==> config.mk <==
export PLATFORM = sky130hd
export DESIGN_NAME = debug_frame_sequencer_flat
export DESIGN_NICKNAME = d
export VERILOG_FILES = /design/src/rtl/debug_frame_sequencer_if.sv /design/src/rtl/debug_frame_sequencer.sv /design/src/flat_wrapper.sv
export SDC_FILE = /design/constraint.sdc
export NUM_CORES = 1
export LEC_CHECK = 0
export ABC_AREA = 1
export BUFFER_PORTS_ARGS = -buffer_cell sky130_fd_sc_hd__buf_2
export CAP_MARGIN = 20
export CELL_PAD_IN_SITES_DETAIL_PLACEMENT = 0
export CELL_PAD_IN_SITES_GLOBAL_PLACEMENT = 1
export CORE_ASPECT_RATIO = 2
export CORE_UTILIZATION = 40
export DETAILED_ROUTE_END_ITERATION = 10
export MAX_ROUTING_LAYER = met4
export PLACE_DENSITY_LB_ADDON = 0.1
export SLEW_MARGIN = 5
export SYNTH_ARGS = -nofsm -noshare
export SYNTH_HDL_FRONTEND = slang
export SYNTH_SLANG_ARGS = --single-unit
export TNS_END_PERCENT = 10
==> constraint.sdc <==
create_clock -name i_clock -period 4.8 [get_ports i_clock]
set_clock_uncertainty 0.2 [all_clocks]
set_input_delay 0.24 -clock i_clock [delete_from_list [all_inputs] [get_ports i_clock]]
set_output_delay 0.24 -clock i_clock [all_outputs]
set_load 0.01 [all_outputs]
==> src/rtl/debug_frame_sequencer_if.sv <==
// debug_frame_sequencer_if: host command, response and pipeline frame signals of the debug frame sequencer
interface debug_frame_sequencer_if #(
  parameter int NB_CONTROL_FRAME = 32,
  parameter int NB_INSTR_ADDR    = 9
) ();
  logic                        i_cmd_valid;
  logic                        o_cmd_ready;
  logic [2:0]                  i_cmd_op;
  logic [NB_INSTR_ADDR-1:0]    i_cmd_addr;
  logic [NB_CONTROL_FRAME-1:0] i_cmd_data;
  logic [NB_CONTROL_FRAME-1:0] o_frame_from_blaze;
  logic [NB_CONTROL_FRAME-1:0] i_frame_to_blaze;
  logic                        o_rsp_valid;
  logic [NB_CONTROL_FRAME-1:0] o_rsp_data;
  logic                        i_rsp_ready;
  modport master (
    output i_cmd_valid, i_cmd_op, i_cmd_addr, i_cmd_data, i_frame_to_blaze, i_rsp_ready,
    input  o_cmd_ready, o_frame_from_blaze, o_rsp_valid, o_rsp_data
  );
  modport slave (
    input  i_cmd_valid, i_cmd_op, i_cmd_addr, i_cmd_data, i_frame_to_blaze, i_rsp_ready,
    output o_cmd_ready, o_frame_from_blaze, o_rsp_valid, o_rsp_data
  );
endinterface

==> src/rtl/debug_frame_sequencer.sv <==
// debug_frame_sequencer: turns host commands into timed 32-bit debug frames and returns readback words
module debug_frame_sequencer #(
  parameter int NB_ADDR_DATA = 16,
  parameter int READ_LATENCY = 2
) (
  input logic                   i_clock,
  input logic                   i_reset,
  debug_frame_sequencer_if.slave bus
);
  typedef enum logic [2:0] {IDLE, INSTR_LO, INSTR_HI, CTRL, READ_REQ, READ_WAIT, RSP} state_t;
  localparam logic [3:0] LAT_M1 = 4'(READ_LATENCY - 1);
  state_t      state, state_d;
  logic [2:0]  op, op_d;
  logic [8:0]  addr, addr_d;
  logic [31:0] data, data_d, frame_d, rsp_data_d;
  logic [3:0]  cnt, cnt_d;
  logic        rsp_valid_d;
  always_comb begin
    state_d     = state;
    op_d        = op;
    addr_d      = addr;
    data_d      = data;
    cnt_d       = cnt;
    rsp_valid_d = bus.o_rsp_valid;
    rsp_data_d  = bus.o_rsp_data;
    case (state)
      IDLE: if (bus.i_cmd_valid && bus.o_cmd_ready) begin
        op_d    = bus.i_cmd_op;
        addr_d  = bus.i_cmd_addr;
        data_d  = bus.i_cmd_data;
        cnt_d   = LAT_M1;
        state_d = bus.i_cmd_op == 3'd1 ? INSTR_LO :
                  (bus.i_cmd_op == 3'd2 || bus.i_cmd_op == 3'd3) ? CTRL :
                  bus.i_cmd_op == 3'd4 ? READ_REQ : IDLE;
      end
      INSTR_LO: state_d = INSTR_HI;
      INSTR_HI, CTRL: state_d = IDLE;
      // The latency count runs from the request frame's cycle, so a latency of 1 captures on leaving READ_REQ.
      READ_REQ, READ_WAIT: if (cnt == 4'd0) begin
        state_d     = RSP;
        rsp_valid_d = 1'b1;
        rsp_data_d  = bus.i_frame_to_blaze;
      end else begin
        cnt_d   = cnt - 4'd1;
        state_d = READ_WAIT;
      end
      RSP: if (bus.i_rsp_ready) begin
        rsp_valid_d = 1'b0;
        state_d     = IDLE;
      end
      default: state_d = IDLE;
    endcase
    // Regfile ID 0 would alias the idle frame, so bit 25 marks it.
    frame_d = state_d == INSTR_LO ? {6'b000001, 1'b0, addr_d, data_d[NB_ADDR_DATA-1:0]} :
              state_d == INSTR_HI ? {6'b000010, 1'b0, addr_d, data_d[31:NB_ADDR_DATA]} :
              state_d == CTRL     ? {(op_d == 3'd3 ? 6'b000100 : 6'b000011), 26'd0} :
              state_d == READ_REQ ? {addr_d[5:0], addr_d[5:0] == 6'd0, 20'd0, data_d[4:0]} : 32'd0;
  end
  always_ff @(posedge i_clock or negedge i_reset)
    if (!i_reset) begin
      state                  <= IDLE;
      op                     <= '0;
      addr                   <= '0;
      data                   <= '0;
      cnt                    <= '0;
      bus.o_frame_from_blaze <= '0;
      bus.o_cmd_ready        <= 1'b0;
      bus.o_rsp_valid        <= 1'b0;
      bus.o_rsp_data         <= '0;
    end else begin
      state                  <= state_d;
      op                     <= op_d;
      addr                   <= addr_d;
      data                   <= data_d;
      cnt                    <= cnt_d;
      bus.o_frame_from_blaze <= frame_d;
      bus.o_cmd_ready        <= state_d == IDLE;
      bus.o_rsp_valid        <= rsp_valid_d;
      bus.o_rsp_data         <= rsp_data_d;
    end
endmodule

==> src/flat_wrapper.sv <==
// flat-port wrapper written by rule: the top's interface ports become plain ports
module debug_frame_sequencer_flat 
#(
  parameter int NB_ADDR_DATA = 16,
  parameter int READ_LATENCY = 2
)
  (i_clock, i_reset, bus_i_cmd_valid, bus_i_cmd_op, bus_i_cmd_addr, bus_i_cmd_data, bus_i_frame_to_blaze, bus_i_rsp_ready, bus_o_cmd_ready, bus_o_frame_from_blaze, bus_o_rsp_valid, bus_o_rsp_data);
  debug_frame_sequencer_if bus_i ();
  input logic i_clock;
  input logic i_reset;
  input wire logic [$bits(bus_i.i_cmd_valid)-1:0] bus_i_cmd_valid;
  input wire logic [$bits(bus_i.i_cmd_op)-1:0] bus_i_cmd_op;
  input wire logic [$bits(bus_i.i_cmd_addr)-1:0] bus_i_cmd_addr;
  input wire logic [$bits(bus_i.i_cmd_data)-1:0] bus_i_cmd_data;
  input wire logic [$bits(bus_i.i_frame_to_blaze)-1:0] bus_i_frame_to_blaze;
  input wire logic [$bits(bus_i.i_rsp_ready)-1:0] bus_i_rsp_ready;
  output wire logic [$bits(bus_i.o_cmd_ready)-1:0] bus_o_cmd_ready;
  output wire logic [$bits(bus_i.o_frame_from_blaze)-1:0] bus_o_frame_from_blaze;
  output wire logic [$bits(bus_i.o_rsp_valid)-1:0] bus_o_rsp_valid;
  output wire logic [$bits(bus_i.o_rsp_data)-1:0] bus_o_rsp_data;
  assign bus_i.i_cmd_valid = bus_i_cmd_valid;
  assign bus_i.i_cmd_op = bus_i_cmd_op;
  assign bus_i.i_cmd_addr = bus_i_cmd_addr;
  assign bus_i.i_cmd_data = bus_i_cmd_data;
  assign bus_i.i_frame_to_blaze = bus_i_frame_to_blaze;
  assign bus_i.i_rsp_ready = bus_i_rsp_ready;
  assign bus_o_cmd_ready = bus_i.o_cmd_ready;
  assign bus_o_frame_from_blaze = bus_i.o_frame_from_blaze;
  assign bus_o_rsp_valid = bus_i.o_rsp_valid;
  assign bus_o_rsp_data = bus_i.o_rsp_data;
  debug_frame_sequencer #(.NB_ADDR_DATA(NB_ADDR_DATA), .READ_LATENCY(READ_LATENCY)) u_core (.i_clock(i_clock), .i_reset(i_reset), .bus(bus_i));
endmodule
# Yosys cells after proc, flatten, opt, wreduce, memory -nomap -nowiden
# Index checks and enable logic that the tools add are counted.
# totals
register_bits	117
output_inout_bits	66
# classes
n_addsub	1
eq_ne	17
mux	24
reduce_logical	12
# op_table
op	count
2-to-1 mux 32 bit	6
2-to-1 mux 3 bit	8
2-to-1 mux 9 bit	2
equality test 3 x 2 -> 1 bit (second input constant)	5
equality test 3 bit (second input constant)	5
one-hot mux 3 bit (4 select lines)	1
equality test 3 x 1 -> 1 bit (second input constant)	3
2-to-1 mux 4 bit	2
one-hot mux 4 bit (2 select lines)	1
zero test 3 bit	2
zero test 6 bit	1
AND reduction 3 bit	2
zero test 4 bit	1
!= test 2 x 1 -> 1 bit (second input constant)	2
!= test 2 bit (second input constant)	2
nonzero test 2 bit	2
subtractor 4 x 1 -> 4 bit (second input constant)	1
2-to-1 mux 1 bit	2
2-to-1 mux 2 bit	1
one-hot mux 1 bit (2 select lines)	1
AND reduction 2 bit	1
OR reduction 2 bit	1
logical AND 1 bit	1
logical OR 1 bit	1

# Logic depth before layout (Yosys ltp)
# Gate-level depths: netlist of run 1.
# depth
word_depth	11
ltp_mapped	11

# Worst setup path before layout of run 1
# OpenSTA, ideal clock, no wires.
# synth_path
path_type	reg2reg
startpoint	reg u_core.bus.o_cmd_ready
endpoint	reg u_core.bus.o_frame_from_blaze[0]
setup_time_ns	0.121
t_arrival_ns	1.389
path_slack_ns	3.090
path_stages_with_launch	10
n_path_buf	2
synth_period_minus_slack_ns	1.710
path_cell_list	dfrtp_1 nand2_2 inv_1 buf_2 nand2_2 buf_2 nand2_1 nand2_1 a21boi_0 nand2_1
# synth_rtl
item	line	rtl
start, declared	debug_frame_sequencer_if.sv:22	output o_cmd_ready, o_frame_from_blaze, o_rsp_valid, o_rsp_data
start signal, assigned	debug_frame_sequencer.sv:67	bus.o_cmd_ready <= 1'b0;
start signal, assigned	debug_frame_sequencer.sv:77	bus.o_cmd_ready <= state_d == IDLE;
logical AND 1 bit *	debug_frame_sequencer.sv:27	IDLE: if (bus.i_cmd_valid && bus.o_cmd_ready) begin
2-to-1 mux 32 bit *	debug_frame_sequencer.sv:27	
2-to-1 mux 32 bit *	debug_frame_sequencer.sv:26	case (state)
net u_core.data_d[0]	debug_frame_sequencer.sv:15	logic [31:0] data, data_d, frame_d, rsp_data_d;
2-to-1 mux 32 bit	debug_frame_sequencer.sv:57	state_d == READ_REQ ? {addr_d[5:0], addr_d[5:0] == 6'd0, 20'd0, data_d[4:0]} : 32'd0;
2-to-1 mux 32 bit	debug_frame_sequencer.sv:56	state_d == CTRL ? {(op_d == 3'd3 ? 6'b000100 : 6'b000011), 26'd0} :
2-to-1 mux 32 bit	debug_frame_sequencer.sv:55	state_d == INSTR_HI ? {6'b000010, 1'b0, addr_d, data_d[31:NB_ADDR_DATA]} :
2-to-1 mux 32 bit *	debug_frame_sequencer.sv:54	frame_d = state_d == INSTR_LO ? {6'b000001, 1'b0, addr_d, data_d[NB_ADDR_DATA-1:0]} :
net u_core.frame_d[0]	debug_frame_sequencer.sv:15	
end signal, assigned	debug_frame_sequencer.sv:76	bus.o_frame_from_blaze <= frame_d;
end, declared	debug_frame_sequencer_if.sv:22	
# The timed path passes the listed nets; every way through them passes the cells marked *.
# A chain may end at the register's enable or synchronous reset.

# Final worst setup path of run 1
# layout_path
startpoint	reg u_core.state[0]
endpoint	reg u_core.bus.o_frame_from_blaze[13]
# layout_via
elab_chain_len	7
# layout_lines
item	line	rtl
start, declared	debug_frame_sequencer.sv:12	state_t state, state_d;
start signal, assigned	debug_frame_sequencer.sv:71	state <= state_d;
equality test 3 bit	debug_frame_sequencer.sv:26	
OR reduction 2 bit	debug_frame_sequencer.sv:26	
one-hot mux 3 bit (4 select lines) *	debug_frame_sequencer.sv:26	
net u_core.state_d[2]	debug_frame_sequencer.sv:12	
equality test 3 x 2 -> 1 bit	debug_frame_sequencer.sv:56	
2-to-1 mux 32 bit	debug_frame_sequencer.sv:56	
2-to-1 mux 32 bit	debug_frame_sequencer.sv:55	
2-to-1 mux 32 bit *	debug_frame_sequencer.sv:54	
net u_core.frame_d[13]	debug_frame_sequencer.sv:15	
# Marks and branches as above.

==> results.json, run 1 <==
{
  "cts_tree": "built",
  "criticalPathCategory": "register to register",
  "io_pins": 146,
  "startpoint": "u_core.state[0]",
  "number_of_clock_sinks": 117,
  "tightestPinTransition_ns": 1.04,
  "post_cts_resize_count": 0,
  "wl_um": 13200,
  "crit_arrival_ns": 2.47,
  "ys_seq_elements": 117,
  "dp.cells": 829,
  "outcome": "finished, final reports clean",
  "num_antenna_cells": 0,
  "first_global_vias": 4565,
  "share_of_final_layout_standard_cells_stronger_than_drive_strength_1_pct": 24.5,
  "detailedRoute.firstPassIterationCount": 4,
  "remaining_routing_drc_violations": 0,
  "overflow": 0,
  "tmin_final_ns": 2.39,
  "post_synthesis_sequential_area_ratio_pct": 60.9,
  "timing.final.setup_violations": 0,
  "synth_async_sr_flop_share_pct": 100,
  "final_net_count": 858,
  "worst_r2r_startpoint": "u_core.state[0]",
  "final_max_slew_viol_count": 0,
  "timing.critical_path.required_ns": 4.88,
  "start_kind": "register",
  "fmaxAchievable_mhz": 418,
  "design_power_mw": 4.62,
  "yosysWarningCount": 0,
  "worst-path-max-fanout": 37,
  "worstPathCellList": "nor2_4 -> nand2_4 -> nor2_8 -> nand3_2 -> nand2_2 -> nor2_4 -> nand3_1 -> nand2_1",
  "hold_path.startpoint": "bus_i_cmd_op[2]",
  "clk_pin_slew_ns": 0.06,
  "fin_area_mm2": 0.00698,
  "first_iter_violations": 146,
  "dieWidth_um": 79.5,
  "grt_start_max_net_pins": 85,
  "hold-worst-slack_ns": 0.0107,
  "synth_area_mm2": 0.00481,
  "floorplan.core_area_mm2": 0.0117,
  "yosys.cell_types.count": 25,
  "num_vias": 4371,
  "vdd.ir_drop.worst_mv": 0.497,
  "final-hold-violation-count": 0,
  "gp_routability_congestion": 0.785,
  "detailed_place_hpwl_um": 8740,
  "post-route-period-util_pct": 49.9,
  "crit_path_max_incr_delay_ns": 0.49,
  "instances_no_fill": 934,
  "insertion_delay_ns": 0.41,
  "hold_path.class": "input pin to register",
  "groute.usage.overall_pct": 23.2,
  "cap_violations": 0,
  "power.leakage_nw": 3.91,
  "endpoint_kind": "register",
  "grt_first_pass_wirelength_um": 20900,
  "grt_antenna_before_repair": 0,
  "portBuffers": 145,
  "wl_per_cell_um": 14.1,
  "max-slew-margin-rel_pct": 30.7,
  "cts.root.buffer_cell": "clkbuf_16",
  "final.setup.tns_ns": 0,
  "antenna_violating_nets_post_route": 0,
  "synth_edf_count": 0,
  "dieArea_mm2": 0.0125,
  "cts_setup_buffers": 0,
  "die_h_um": 157,
  "synth_top_flop_cell": "dfrtp_1",
  "dpl_cell_area_mm2": 0.00561,
  "power-per-cell-area_mw_per_mm2": 661,
  "floorplan.initialDensity_pct": 41.1,
  "critical-path-slowest-cell": "dfrtp_1",
  "areaGrowthSynthToFinish_pct": 45.3,
  "syn-mean-instance-area_um2": 8.60,
  "cts_buffers": 17,
  "cts.htree.levels": 4,
  "final.fill_count": 1079,
  "row_count": 56,
  "cpMostUsedCell": "nor2_4",
  "postSynthCellCount": 559,
  "cpLargestDelayFamily": "simple AND/OR/NAND/NOR gates",
  "route.detailed.vias_per_inst": 4.68,
  "buffer_levels_on_the_longest_clock_path": 2,
  "timing.critical_path.buf_inv": 0,
  "net_count_synth": 641,
  "setup_repair_after_global_routing_missed_its_margin": "no"
}
metrics by stage:
stage	util (%)	setup WS, ns
3_3_place_gp	48.0	2.38
5_1_grt	59.7	2.15
3_5_place_dp	48.0	2.36
4_1_cts	59.5	2.34
2_1_floorplan	-	3.09
6_report	59.7	2.41
sequential cells by signal (all words and copies together), names as in the netlist:
signal and flops:
u_core.data 32, u_core.op 3, u_core.addr 9, u_core.bus.o_rsp_valid 1
u_core.bus.o_cmd_ready 1, u_core.bus.o_frame_from_blaze 32, u_core.bus.o_rsp_data 32, u_core.cnt 4
u_core.state 3
cell families (layout without fill, tap and decap cells):
logic type | count (synthesis) | in the layout | share of synthesized area (%)
buf+inv | 43 | 273 | 4.19
flops | 117 | 117 | 60.9
xor+xnor | 2 | 2 | 0.364
compound gates | 21 | 21 | 2.47
simple gates | 374 | 374 | 31.5
fa+ha+maj | 2 | 2 | 0.520
power breakdown:
group          switching (mW)  total, mW  internal, mW  leakage (nW)
logic                    1.11       1.66         0.558          2.13
clock network           0.437       1.32         0.880         0.303
registers               0.194       1.64          1.44          1.48
final timing paths:
check                                                     to  slack, ns  cells past startpoint
min in group asynchronous          u_core.bus.o_rsp_data[12]       0.03                      2
hold / removal             u_core.bus.o_frame_from_blaze[30]       0.01                      3
hold reg to reg                     u_core.bus.o_rsp_data[6]       0.26                      2
setup / recovery           u_core.bus.o_frame_from_blaze[13]       2.41                      8
setup reg to reg           u_core.bus.o_frame_from_blaze[13]       2.41                      8
max in group asynchronous   u_core.bus.o_frame_from_blaze[6]       3.27                      4
worst register-to-register path, stage by stage (launching register included):
cell and delay [ns]:
dfrtp_1 0.49, nor2_4 0.17, nand2_4 0.16, nor2_8 0.46
nand3_2 0.28, nand2_2 0.18, nor2_4 0.15, nand3_1 0.11
nand2_1 0.08
routing by layer:
metal / GRT usage, % / routed length (um)
met1: 20.6 / 4720
met2: 43.8 / 7380
met3: 4.35 / 529
met4: 13.2 / 559
met5: - / 0
cell usage after synthesis (all sizes together), types with 2 or more instances:
library cell	instances	area share, %
a21boi	5	0.78
a21oi	6	0.62
buf	15	2.0
clkbuf	7	0.55
dfrtp	117	61
ha	2	0.52
inv	21	1.7
nand2	318	25
nand3	32	3.4
nand4	5	0.65
nor2	18	2.1
o21ai	9	0.94
layout by cell type, fill, tap and decap left out, types with 6 or more instances in the layout:
cell	n
inv_1	18
nand3_1	31
dlygate4sd3_1	72
nor2_1	14
a21oi_1	6
o21ai_0	9
dfrtp_1	117
nand2_1	312
clkbuf_16	17
buf_2	144
layout make-up:
cell class	instances	area (um^2)	area share [%]
Clock buffer	19	443	6.34
Sequential cell	117	2930	41.9
Multi-Input combinational cell	399	1680	24.0
Inverter	21	81.3	1.16
Tap cell	145	181	2.60
Timing Repair Buffer	220	1490	21.4
Clock inverter	13	181	2.60
repair_timing:
| action | 4_1_cts | 5_1_grt |
|---|---|---|
| hold buffers | 72 | 0 |
| endpoints found under the setup margin | 0 | 0 |
| hold endpoints to repair | 166 | 0 |
Power figures use the tool's default switching activity.
==> run 2, diff against run 1 <==
Settings changed: CORE_UTILIZATION 40 to 37.
Clock period 4.8 ns to 2.4 ns, I/O delays scaled along.
==> run 2 against run 1 <==
  * Global-route usage shrank 1.9 points
  * Sequential share of layout area decreased by 1.0 points
  * Sequential cell count stayed put
  * Count of clock-buffer cells in the layout grew 2
  * Via count decreased by 0.78%
  * First-iteration DRC count increased by 32%
  * Die area rose by 8.0%
  * Largest cell class unchanged
  * Highest routed layer unchanged
==> results.json, run 2 (synthesis gave the netlist of run 1 again) <==
{
  "num_vias": 4337,
  "areaGrowthSynthToFinish_pct": 48.9,
  "fmaxAchievable_mhz": 473,
  "outcome": "finished, final reports clean",
  "final_max_slew_viol_count": 0,
  "hold_path.class": "input pin to async pin",
  "timing.critical_path.buf_inv": 1,
  "groute.usage.overall_pct": 21.3,
  "portBuffers": 145,
  "cts.htree.levels": 4,
  "row_count": 58,
  "storage_cell_area_mm2": 0.00293,
  "final.setup.tns_ns": 0,
  "worst_r2r_startpoint": "u_core.state[0]",
  "die_h_um": 163,
  "gp_routability_congestion": 0.789,
  "cpLargestDelayFamily": "simple AND/OR/NAND/NOR gates",
  "grt_antenna_before_repair": 0,
  "tightestPinTransition_ns": 1.00,
  "crit_path_max_incr_delay_ns": 0.56,
  "multi_input_area_mm2": 0.00168,
  "dr.max_layer_used": "met4",
  "worst_r2r_path_depth": 6,
  "timing.critical_path.required_ns": 2.54,
  "route.detailed.vias_per_inst": 4.55,
  "routed-wl-met2_um": 7360,
  "remaining_routing_drc_violations": 0,
  "layout_common_cells": "312 x nand2_1, 144 x buf_2, 117 x dfrtp_1, 80 x dlygate4sd3_1, 31 x nand3_1",
  "power.leakage_nw": 4.00,
  "largest_registers": "u_core.bus.o_frame_from_blaze (32), u_core.bus.o_rsp_data (32), u_core.data (32)",
  "buffer_levels_on_the_longest_clock_path": 2,
  "post-route-period-util_pct": 88.0,
  "cts.root.buffer_cell": "clkbuf_16",
  "dieArea_mm2": 0.0135,
  "wl_um": 13100,
  "dieWidth_um": 82.6,
  "setup_repair_after_global_routing_missed_its_margin": "no",
  "insertion_delay_ns": 0.40,
  "floorplan.initialDensity_pct": 38.1,
  "number_of_clock_sinks": 117,
  "tmin_final_ns": 2.11,
  "max-slew-margin-rel_pct": 33.3,
  "instances_no_fill": 953,
  "dp.cells": 843,
  "grt_start_max_net_pins": 42,
  "most_common_library_cell_in_the_layout_ignoring_fill_and_taps": "nand2_1",
  "worst-path-max-fanout": 18,
  "crit_arrival_ns": 2.25,
  "rrSetupSlack_ns": 0.29,
  "criticalPathCategory": "register to register",
  "clk_pin_slew_ns": 0.05,
  "start_kind": "register",
  "antenna_violating_nets_post_route": 0,
  "final-hold-violation-count": 0,
  "grt_first_pass_wirelength_um": 20700,
  "overflow": 0,
  "first_global_vias": 4385,
  "worstPathCellList": "nor2_4 -> nand2_4 -> nor2_8 -> nand3_1 -> nand2_2 -> dlygate4sd3_1",
  "detailed_place_hpwl_um": 8840,
  "timing.final.setup_violations": 0,
  "critical-path-slowest-cell": "dlygate4sd3_1",
  "power-per-cell-area_mw_per_mm2": 1320,
  "r2r-end": "u_core.state[1]",
  "first_iter_violations": 192,
  "cap_violations": 0,
  "floorplan.core_area_mm2": 0.0126,
  "m1WireLength_um": 5080,
  "io_pins": 146,
  "num_antenna_cells": 0,
  "vdd.ir_drop.worst_mv": 0.874,
  "share_of_final_layout_standard_cells_stronger_than_drive_strength_1_pct": 24.8,
  "cts_tree": "built",
  "final_net_count": 874,
  "detailedRoute.firstPassIterationCount": 4,
  "endpoint_kind": "register",
  "final.fill_count": 1196,
  "wl_per_cell_um": 13.8,
  "met3_wl_um": 484,
  "cts_buffers": 17
}
## run 2: cell types whose count changed in the layout (fill, tap and decap cells not counted), sizes merged
| cell | previous run | this run |
|---|---|---|
| buf | 148 | 156 |
| clkbuf | 19 | 21 |
| clkinv | 7 | 4 |
| clkinvlp | 2 | 1 |
| dlygate4sd3 | 72 | 80 |
## run 2: how the worst max path moves through the flow
stage	start	to	slack, ns	cells after the start
4_1_cts	u_core.state[0]	u_core.state[1]	0.26	6
3_3_place_gp	u_core.state[0]	u_core.bus.o_frame_from_blaze[25]	0.34	9
5_1_grt	u_core.state[0]	u_core.bus.o_frame_from_blaze[25]	0.12	9
3_5_place_dp	u_core.state[0]	u_core.bus.o_frame_from_blaze[25]	0.29	9
6_report	u_core.state[0]	u_core.state[1]	0.29	6
2_1_floorplan	u_core.bus.o_cmd_ready	u_core.bus.o_frame_from_blaze[0]	0.69	9
## run 2: area by class of cell
type	instances	area share, %
sequential	117	40.9
multi-input combinational	399	23.4
timing repair buffer	236	23.2
clock buffer	21	6.57
tap	150	2.62
clock inverter	9	2.12
inverter	21	1.14
## run 2: timing repair
item,CTS,global route
hold buffers,80,0
endpoints found under the hold margin,181,0
gates resized for setup,0,0
buffers inserted,0,0
## run 2: routing by layer
layer,GRT usage [%],vias to the layer above
met1,21.5,2033
met5,-,-
li1,-,2192
met4,6.97,0
met3,4.80,13
met2,39.0,99
## run 2: worst register-to-register path: stages, from the launching register on
cell and delay [ns]:
dfrtp_1 0.48, nor2_4 0.16, nand2_4 0.16, nor2_8 0.20, nand3_1 0.16, nand2_2 0.14, dlygate4sd3_1 0.56
## run 2: per-stage QoR
step	hold WS (ns)	setup slack (ns)	util (%)	area, um^2	power (mW)
6_report	0.0354	0.287	56.7	7160	9.45
5_1_grt	0.0944	0.116	56.7	7160	10.2
4_1_cts	0.0529	0.255	56.7	7160	9.57
3_5_place_dp	-0.0559	0.285	45.4	5740	6.76
3_3_place_gp	-0.0566	0.336	45.4	5740	6.68
2_1_floorplan	-0.376	0.690	-	4810	5.42
## run 2: report_power, final
group,internal [mW],switching [mW]
clock network,1.80,0.850
logic,1.29,2.25
registers,2.88,0.378
total,5.98,3.48
